==> src/rtl/cv32e40p_x_if_pkg.sv <==
// Shared X-interface types and xmem encodings used by the memory responder and its neighbours.
package cv32e40p_x_if_pkg;

  typedef enum logic {
    READ  = 1'b0,
    WRITE = 1'b1
  } mem_req_type_e;

  localparam logic [2:0] XMEM_W_BYTE = 3'd0;
  localparam logic [2:0] XMEM_W_HALF = 3'd1;
  localparam logic [2:0] XMEM_W_WORD = 3'd2;

  localparam logic XMEM_OK  = 1'b0;
  localparam logic XMEM_ERR = 1'b1;

  typedef struct packed {
    logic [1:0]  offset;
    logic [2:0]  width;
    logic        we;
    logic        err;
    logic        done;
    logic [31:0] rdata;
  } xmem_entry_t;

endpackage

==> src/rtl/cv32e40p_xmem_responder_if.sv <==
// Bundle of the xmem request/response channel and the core OBI data port seen by the responder.
interface cv32e40p_xmem_responder_if;
  import cv32e40p_x_if_pkg::*;

  logic          xmem_valid;
  logic          xmem_ready;
  logic [31:0]   xmem_laddr;
  logic [31:0]   xmem_wdata;
  logic [2:0]    xmem_width;
  mem_req_type_e xmem_req_type;
  logic          xmem_mode;
  logic          xmem_spec;
  logic          xmem_endoftransaction;
  logic          xmem_rvalid;
  logic          xmem_rready;
  logic [31:0]   xmem_rdata;
  logic [4:0]    xmem_range;
  logic          xmem_status;

  logic          data_req;
  logic          data_we;
  logic          data_gnt;
  logic          data_rvalid;
  logic [31:0]   data_addr;
  logic [3:0]    data_be;
  logic [31:0]   data_wdata;
  logic [31:0]   data_rdata;

  modport slave (
    input  xmem_valid, xmem_laddr, xmem_wdata, xmem_width, xmem_req_type,
           xmem_mode, xmem_spec, xmem_endoftransaction, xmem_rready,
           data_gnt, data_rvalid, data_rdata,
    output xmem_ready, xmem_rvalid, xmem_rdata, xmem_range, xmem_status,
           data_req, data_we, data_addr, data_be, data_wdata
  );

  modport master (
    output xmem_valid, xmem_laddr, xmem_wdata, xmem_width, xmem_req_type,
           xmem_mode, xmem_spec, xmem_endoftransaction, xmem_rready,
           data_gnt, data_rvalid, data_rdata,
    input  xmem_ready, xmem_rvalid, xmem_rdata, xmem_range, xmem_status,
           data_req, data_we, data_addr, data_be, data_wdata
  );

endinterface

==> src/rtl/cv32e40p_xmem_align.sv <==
// Byte-lane alignment for xmem: request legality, byte enables and store shift,
// load extraction for the entry being completed, and the range code of the head entry.
module cv32e40p_xmem_align
  import cv32e40p_x_if_pkg::*;
(
  input  logic [1:0]  req_offset,
  input  logic [2:0]  req_width,
  input  logic [31:0] req_wdata,
  output logic [3:0]  req_be,
  output logic [31:0] req_wdata_sh,
  output logic        req_illegal,

  input  logic [1:0]  rsp_offset,
  input  logic [2:0]  rsp_width,
  input  logic [31:0] rsp_rdata,
  output logic [31:0] rsp_rdata_ext,

  input  logic [2:0]  out_width,
  output logic [4:0]  out_range
);

  logic [3:0]  be_base;
  logic [31:0] rdata_sh;

  always_comb begin
    be_base     = 4'h0;
    req_illegal = 1'b0;
    case (req_width)
      XMEM_W_BYTE: be_base = 4'h1;
      XMEM_W_HALF: begin
        be_base     = 4'h3;
        req_illegal = req_offset[0];
      end
      XMEM_W_WORD: begin
        be_base     = 4'hF;
        req_illegal = |req_offset;
      end
      default: req_illegal = 1'b1;
    endcase
  end

  assign req_be       = be_base << req_offset;
  assign req_wdata_sh = req_wdata << {req_offset, 3'b000};

  assign rdata_sh = rsp_rdata >> {rsp_offset, 3'b000};

  always_comb begin
    rsp_rdata_ext = rdata_sh;
    case (rsp_width)
      XMEM_W_BYTE: rsp_rdata_ext = {24'h0, rdata_sh[7:0]};
      XMEM_W_HALF: rsp_rdata_ext = {16'h0, rdata_sh[15:0]};
      default:     rsp_rdata_ext = rdata_sh;
    endcase
  end

  always_comb begin
    out_range = 5'd0;
    case (out_width)
      XMEM_W_BYTE: out_range = 5'd7;
      XMEM_W_HALF: out_range = 5'd15;
      XMEM_W_WORD: out_range = 5'd31;
      default:     out_range = 5'd0;
    endcase
  end

endmodule

==> src/rtl/cv32e40p_xmem_responder.sv <==
// Core-side xmem responder: issues coprocessor loads/stores on the OBI data port and
// returns responses in acceptance order from a small circular buffer.
module cv32e40p_xmem_responder
  import cv32e40p_x_if_pkg::*;
#(
  parameter int unsigned OUTSTANDING = 2
) (
  input logic                       clk,
  input logic                       rst,
  cv32e40p_xmem_responder_if.slave  bus
);

  localparam int unsigned PW = (OUTSTANDING > 1) ? $clog2(OUTSTANDING) : 1;
  localparam int unsigned CW = $clog2(OUTSTANDING + 1);

  xmem_entry_t   entries [OUTSTANDING];
  logic [PW-1:0] alloc_ptr;
  logic [PW-1:0] head_ptr;
  logic [CW-1:0] count;
  logic [2:0]    settle_cnt;

  logic          alloc_ok;
  logic          issue;
  logic          push;
  logic          pop;
  logic          rsp_hit;
  logic          tgt_found;
  logic [PW-1:0] tgt_ptr;
  logic          head_valid;
  logic          req_illegal;
  logic [3:0]    req_be;
  logic [31:0]   req_wdata_sh;
  logic [31:0]   rsp_rdata_ext;
  logic [4:0]    out_range;
  logic          unused_hints;

  function automatic logic [PW-1:0] wrap_inc(input logic [PW-1:0] p);
    return (p == PW'(OUTSTANDING - 1)) ? '0 : p + PW'(1);
  endfunction

  cv32e40p_xmem_align u_align (
    .req_offset    (bus.xmem_laddr[1:0]),
    .req_width     (bus.xmem_width),
    .req_wdata     (bus.xmem_wdata),
    .req_be        (req_be),
    .req_wdata_sh  (req_wdata_sh),
    .req_illegal   (req_illegal),
    .rsp_offset    (entries[tgt_ptr].offset),
    .rsp_width     (entries[tgt_ptr].width),
    .rsp_rdata     (bus.data_rdata),
    .rsp_rdata_ext (rsp_rdata_ext),
    .out_width     (entries[head_ptr].width),
    .out_range     (out_range)
  );

  // Slots freed by a pop only become usable next cycle, keeping rready off the ready path.
  assign alloc_ok = (count < CW'(OUTSTANDING));
  assign issue    = bus.xmem_valid & alloc_ok & ~rst;

  assign bus.data_req   = issue & ~req_illegal;
  assign bus.xmem_ready = req_illegal ? issue : (issue & bus.data_gnt);
  assign bus.data_addr  = {bus.xmem_laddr[31:2], 2'b00};
  assign bus.data_be    = req_be;
  assign bus.data_wdata = req_wdata_sh;
  assign bus.data_we    = (bus.xmem_req_type == WRITE);

  assign push = bus.xmem_ready;

  // Oldest allocated entry still waiting on the bus; errored entries never see a response.
  always_comb begin
    int            idx;
    logic [PW-1:0] idx_ptr;
    tgt_found = 1'b0;
    tgt_ptr   = '0;
    idx       = 0;
    idx_ptr   = '0;
    for (int i = 0; i < int'(OUTSTANDING); i++) begin
      idx = int'(head_ptr) + i;
      if (idx >= int'(OUTSTANDING)) idx = idx - int'(OUTSTANDING);
      idx_ptr = PW'(idx);
      if (!tgt_found && (i < int'(count)) && !entries[idx_ptr].done && !entries[idx_ptr].err) begin
        tgt_found = 1'b1;
        tgt_ptr   = idx_ptr;
      end
    end
  end

  assign rsp_hit = bus.data_rvalid & tgt_found;

  assign head_valid      = (count != '0);
  assign bus.xmem_rvalid = head_valid & entries[head_ptr].done;
  assign bus.xmem_rdata  = bus.xmem_rvalid ? entries[head_ptr].rdata : 32'h0;
  assign bus.xmem_range  = (bus.xmem_rvalid & ~entries[head_ptr].err) ? out_range : 5'd0;
  assign bus.xmem_status = (bus.xmem_rvalid & entries[head_ptr].err) ? XMEM_ERR : XMEM_OK;

  assign pop = bus.xmem_rvalid & bus.xmem_rready;

  assign unused_hints = ^{bus.xmem_mode, bus.xmem_spec, bus.xmem_endoftransaction};

  always_ff @(posedge clk or posedge rst) begin
    if (rst) begin
      alloc_ptr  <= '0;
      head_ptr   <= '0;
      count      <= '0;
      settle_cnt <= 3'd0;
      for (int i = 0; i < int'(OUTSTANDING); i++) entries[i] <= '0;
    end else begin
      if (settle_cnt != 3'd4) settle_cnt <= settle_cnt + 3'd1;
      if (push) begin
        entries[alloc_ptr] <= '{offset: bus.xmem_laddr[1:0],
                                width:  bus.xmem_width,
                                we:     (bus.xmem_req_type == WRITE),
                                err:    req_illegal,
                                done:   req_illegal,
                                rdata:  32'h0};
        alloc_ptr <= wrap_inc(alloc_ptr);
      end
      if (rsp_hit) begin
        entries[tgt_ptr].done  <= 1'b1;
        entries[tgt_ptr].rdata <= entries[tgt_ptr].we ? 32'h0 : rsp_rdata_ext;
      end
      if (pop) head_ptr <= wrap_inc(head_ptr);
      count <= count + CW'(push) - CW'(pop);
    end
  end

  // Stale responses right after reset are expected; later ones indicate a protocol error.
  a_no_orphan_rvalid: assert property (@(posedge clk) disable iff (rst)
    (bus.data_rvalid && !tgt_found) |-> (settle_cnt < 3'd4));

endmodule

==> src/flat_wrapper.sv <==
// flat-port wrapper written by rule: the top's interface ports become plain ports
module cv32e40p_xmem_responder_flat import cv32e40p_x_if_pkg::*;
#(
  parameter int unsigned OUTSTANDING = 2
)
  (clk, rst, bus_xmem_valid, bus_xmem_laddr, bus_xmem_wdata, bus_xmem_width, bus_xmem_req_type, bus_xmem_mode, bus_xmem_spec, bus_xmem_endoftransaction, bus_xmem_rready, bus_data_gnt, bus_data_rvalid, bus_data_rdata, bus_xmem_ready, bus_xmem_rvalid, bus_xmem_rdata, bus_xmem_range, bus_xmem_status, bus_data_req, bus_data_we, bus_data_addr, bus_data_be, bus_data_wdata);
  cv32e40p_xmem_responder_if bus_i ();
  input logic clk;
  input logic rst;
  input wire logic [$bits(bus_i.xmem_valid)-1:0] bus_xmem_valid;
  input wire logic [$bits(bus_i.xmem_laddr)-1:0] bus_xmem_laddr;
  input wire logic [$bits(bus_i.xmem_wdata)-1:0] bus_xmem_wdata;
  input wire logic [$bits(bus_i.xmem_width)-1:0] bus_xmem_width;
  input wire logic [$bits(bus_i.xmem_req_type)-1:0] bus_xmem_req_type;
  input wire logic [$bits(bus_i.xmem_mode)-1:0] bus_xmem_mode;
  input wire logic [$bits(bus_i.xmem_spec)-1:0] bus_xmem_spec;
  input wire logic [$bits(bus_i.xmem_endoftransaction)-1:0] bus_xmem_endoftransaction;
  input wire logic [$bits(bus_i.xmem_rready)-1:0] bus_xmem_rready;
  input wire logic [$bits(bus_i.data_gnt)-1:0] bus_data_gnt;
  input wire logic [$bits(bus_i.data_rvalid)-1:0] bus_data_rvalid;
  input wire logic [$bits(bus_i.data_rdata)-1:0] bus_data_rdata;
  output wire logic [$bits(bus_i.xmem_ready)-1:0] bus_xmem_ready;
  output wire logic [$bits(bus_i.xmem_rvalid)-1:0] bus_xmem_rvalid;
  output wire logic [$bits(bus_i.xmem_rdata)-1:0] bus_xmem_rdata;
  output wire logic [$bits(bus_i.xmem_range)-1:0] bus_xmem_range;
  output wire logic [$bits(bus_i.xmem_status)-1:0] bus_xmem_status;
  output wire logic [$bits(bus_i.data_req)-1:0] bus_data_req;
  output wire logic [$bits(bus_i.data_we)-1:0] bus_data_we;
  output wire logic [$bits(bus_i.data_addr)-1:0] bus_data_addr;
  output wire logic [$bits(bus_i.data_be)-1:0] bus_data_be;
  output wire logic [$bits(bus_i.data_wdata)-1:0] bus_data_wdata;
  assign bus_i.xmem_valid = bus_xmem_valid;
  assign bus_i.xmem_laddr = bus_xmem_laddr;
  assign bus_i.xmem_wdata = bus_xmem_wdata;
  assign bus_i.xmem_width = bus_xmem_width;
  assign bus_i.xmem_req_type = bus_xmem_req_type;
  assign bus_i.xmem_mode = bus_xmem_mode;
  assign bus_i.xmem_spec = bus_xmem_spec;
  assign bus_i.xmem_endoftransaction = bus_xmem_endoftransaction;
  assign bus_i.xmem_rready = bus_xmem_rready;
  assign bus_i.data_gnt = bus_data_gnt;
  assign bus_i.data_rvalid = bus_data_rvalid;
  assign bus_i.data_rdata = bus_data_rdata;
  assign bus_xmem_ready = bus_i.xmem_ready;
  assign bus_xmem_rvalid = bus_i.xmem_rvalid;
  assign bus_xmem_rdata = bus_i.xmem_rdata;
  assign bus_xmem_range = bus_i.xmem_range;
  assign bus_xmem_status = bus_i.xmem_status;
  assign bus_data_req = bus_i.data_req;
  assign bus_data_we = bus_i.data_we;
  assign bus_data_addr = bus_i.data_addr;
  assign bus_data_be = bus_i.data_be;
  assign bus_data_wdata = bus_i.data_wdata;
  cv32e40p_xmem_responder #(.OUTSTANDING(OUTSTANDING)) u_core (.clk(clk), .rst(rst), .bus(bus_i));
endmodule
==> config.mk <==
export PLATFORM = sky130hd
export DESIGN_NAME = cv32e40p_xmem_responder_flat
export DESIGN_NICKNAME = d
export VERILOG_FILES = /design/src/rtl/cv32e40p_x_if_pkg.sv /design/src/rtl/cv32e40p_xmem_responder_if.sv /design/src/rtl/cv32e40p_xmem_align.sv /design/src/rtl/cv32e40p_xmem_responder.sv /design/src/flat_wrapper.sv
export SDC_FILE = /design/constraint.sdc
export NUM_CORES = 1
export LEC_CHECK = 0
export ABC_AREA = 0
export CORE_UTILIZATION = 40
export CTS_CLUSTER_DIAMETER = 200
export CTS_CLUSTER_SIZE = 14
export DETAILED_ROUTE_END_ITERATION = 7
export PLACE_DENSITY_LB_ADDON = 0.12
export SLEW_MARGIN = 10
export SYNTH_ARGS = -nofsm -noshare
export SYNTH_HDL_FRONTEND = slang
export SYNTH_SLANG_ARGS = --single-unit
export TNS_END_PERCENT = 20
==> constraint.sdc <==
create_clock -name clk -period 3.7 [get_ports clk]
set_input_delay 0.74 -clock clk [delete_from_list [all_inputs] [get_ports clk]]
set_output_delay 0.74 -clock clk [all_outputs]
set_load 0.01 [all_outputs]
==> impl_metrics.csv <==
group,metric,value,unit
placed_design,hpwl,11100,um
finish,final_cell_count_no_fill,825,
timing,setup_viol,0,
die,ioPinCount,219,
pwr,peakVddDrop,411,uV
clock_tree,cts_root_buf,"clkbuf_16",
timing,tns,0,ns
timing,post-route-min-period,3.38,ns
pwr,power.share.combinational,44.7,%
placed_design,gp_congestion,0.850,
finish,n_antenna_cell,0,
pwr,sw_frac_of_total,37.1,%
timing,rsz0062_at_grt,"false",
pwr,power.density,652,nW/um^2
detailed_routing,drtIter0Drc,273,
clock_tree,cts-buffers-inserted,9,
finish,final_cell_mix,"153 x clkdlybuf4s50_1, 83 x dfrtp_1, 76 x mux2i_1",
setup_path,cp.required,2.96,ns
timing,fmaxAchievable,0.296,GHz
finish,finalInstanceArea,7060,um^2
die,die_h,116,um
synth,yosys_warnings,0,
synth,synth.distinct_cells,49,
die,die_area,13400,um^2
timing,fin_crit_sh,91.4,%
grt,first_global_vias,4608,
synth,syn_area_per_cell,9.72,um^2
finish,fill_cells,1119,
clock_tree,cts_tree,"done",
grt,antenna_found_initial,0,
finish,area_delta_synth_final,36.2,%
finish,drive_gt1_share,8.88,%
synth,synth_area,5180,um^2
die,rows,41,
setup_path,cp-start-kind,"input port",
grt,grt_max_degree,85,
finish,final_common_cell,"clkdlybuf4s50_1",
placed_design,portBuffers,153,
pwr,p_seq_share,33.5,%
clock_tree,postCtsHoldBufs,0,
clock_tree,cts.sinks,84,
finish,multi_input_area,2620,um^2
detailed_routing,vias,4606,
die,core,12600,um^2
setup_path,critical_path_arrival,2.64,ns
die,initial_core_util,41.1,%
detailed_routing,ant_nets,0,
finish,seqCellArea,2100,um^2
timing,maxSlewViolCount,0,
grt,grt_pass1_wl,24000,um
pwr,p_int,0.00290,W
setup_path,critPathKind,"input port to primary output",
pwr,power_frac_clock,21.8,%
detailed_routing,viasPerCell,5.58,
timing,finClkSkew,0.00953,ns
synth,synth_ff_type,"dfrtp_1",
clock_tree,cts_resized,0,
run,max-cap-violations,0,
clock_tree,worstSkewPairLatency,0.34,ns
synth,syn_inst,533,
finish,nNetsFinal,759,
run_status,outcome,"finished clean",
placed_design,pre_cts_ws,0.279,ns
timing,max_slew_margin,48.1,%
pwr,power_leakage,3.11,nW
placed_design,place_inst,809,
die,fp.dieW,116,um
clock_tree,clk_pin_slew,0.06,ns
timing,hold_viol,0,
detailed_routing,avgRoutedWirePerCell,18.8,um
timing,fin_ws,0.320,ns
min_path,hold_path_class,"register to register",
setup_path,endpoint_kind,"primary output",
detailed_routing,finalWirelength,15500,um
synth,synth_edf_count,0,
grt,grt.overflow.total,0,
placed_design,placed_area,6720,um^2
detailed_routing,dr.pass1.iters,4,
synth,synth_async_sr_flop_share,100,%
synth,yosysSeqAreaShare,40.6,%
timing,worstMarginPinSlew,0.764,ns
detailed_routing,drc,0,
timing,hold_ws,0.489,ns
synth,synth_seq_cells,84,
clock_tree,max-clock-path-buffers,2,
pwr,switching_power,0.00171,W
setup_path,cp_max_fo,6,
grt,grt_usage,23.1,%
clock_tree,postCtsSetupBuffers,0,
clock_tree,htreeDepth,3,
-- kinds of logic (layout without fill, tap and decap cells) --
kind of cell             after synthesis  after routing  share of synthesized area (%)
multiplexers                          88             88                           17.3
other                                  1              2                         0.0724
flip-flops                            84             84                           40.6
XOR/XNOR                               6              6                           1.01
adder cells (fa/ha/maj)                2              2                          0.483
AND/OR/NAND/NOR                      147            147                           13.6
buffers and inverters                 90            209                           9.18
AO/OA/AOI/OAI                        115            115                           17.7
-- cell usage after synthesis, drive strengths merged (2+ instances only) --
master / number / share of area [%]
inv: 18 / 1.3
nand3b: 2 / 0.29
o2111ai: 2 / 0.34
nand2: 18 / 1.3
mux2i: 78 / 15
o2bb2ai: 16 / 2.7
a21oi: 10 / 0.97
buf: 45 / 5.9
a22o: 16 / 2.7
or2: 2 / 0.24
nor2b: 8 / 0.97
nor3b: 3 / 0.43
clkbuf: 27 / 2.0
xnor2: 5 / 0.85
mux2: 10 / 2.2
or3: 4 / 0.48
nor3: 4 / 0.39
a211oi: 11 / 1.6
nand3: 32 / 3.1
dfrtp: 84 / 41
and2: 11 / 1.3
o221ai: 32 / 5.4
o21ai: 17 / 1.6
ha: 2 / 0.48
nor2: 57 / 4.1
-- final timing paths --
| path | slack (ns) | startpoint | to | cells after the start |
|---|---|---|---|---|
| max | 0.32 | bus_xmem_width[0] | bus_xmem_ready | 7 |
| min | 0.49 | u_core.entries[19]$_DFF_PP0_ | u_core.entries[19]$_DFF_PP0_ | 1 |
| max reg2reg | 0.96 | u_core.count[1]$_DFF_PP0_ | u_core.entries[14]$_DFF_PP0_ | 6 |
| min reg2reg | 0.49 | u_core.entries[19]$_DFF_PP0_ | u_core.entries[19]$_DFF_PP0_ | 1 |
| max in group asynchronous | 2.44 | rst | u_core.entries[69]$_DFF_PP0_ | 3 |
| min in group asynchronous | 0.88 | rst | async pin | 3 |
-- worst max-delay path, cell delays in order --
cell and delay (ns):
clkdlybuf4s50_1 0.55, o21ai_0 0.10, a21oi_1 0.19, or2_0 0.29, o21ai_0 0.16, inv_1 0.08
clkdlybuf4s50_1 0.53
-- power groups by stage --
stage	Sequential, W	Clock, W	Combinational [W]
finish	0.00154	0.00100	0.00206
global placement	0.00153	0	0.00203
global route	0.00158	0.00106	0.00225
detailed placement	0.00155	0	0.00207
floorplan	0.00145	0	0.00137
CTS	0.00153	0.00102	0.00208
-- area by class of cell --
class,instances,area share (%)
multi-input combinational,360,37.0
timing repair buffer,175,24.4
clock inverter,5,1.19
tap,172,3.05
sequential,84,29.8
clock buffer,11,3.58
inverter,18,0.957
-- metal layers --
metal  track usage, %  part of all wire, %
met5                0                    0
met4             5.04                  1.0
met3             5.39                  6.6
met2             37.5                   47
met1             31.4                   46
-- metrics by stage --
step                util [%]  total power, W
floorplan                  -         0.00282
global route            55.9         0.00489
detailed placement      53.3         0.00362
finish                  55.9         0.00460
global placement        53.3         0.00357
CTS                     55.9         0.00463
(Power assumes the default switching activity.)
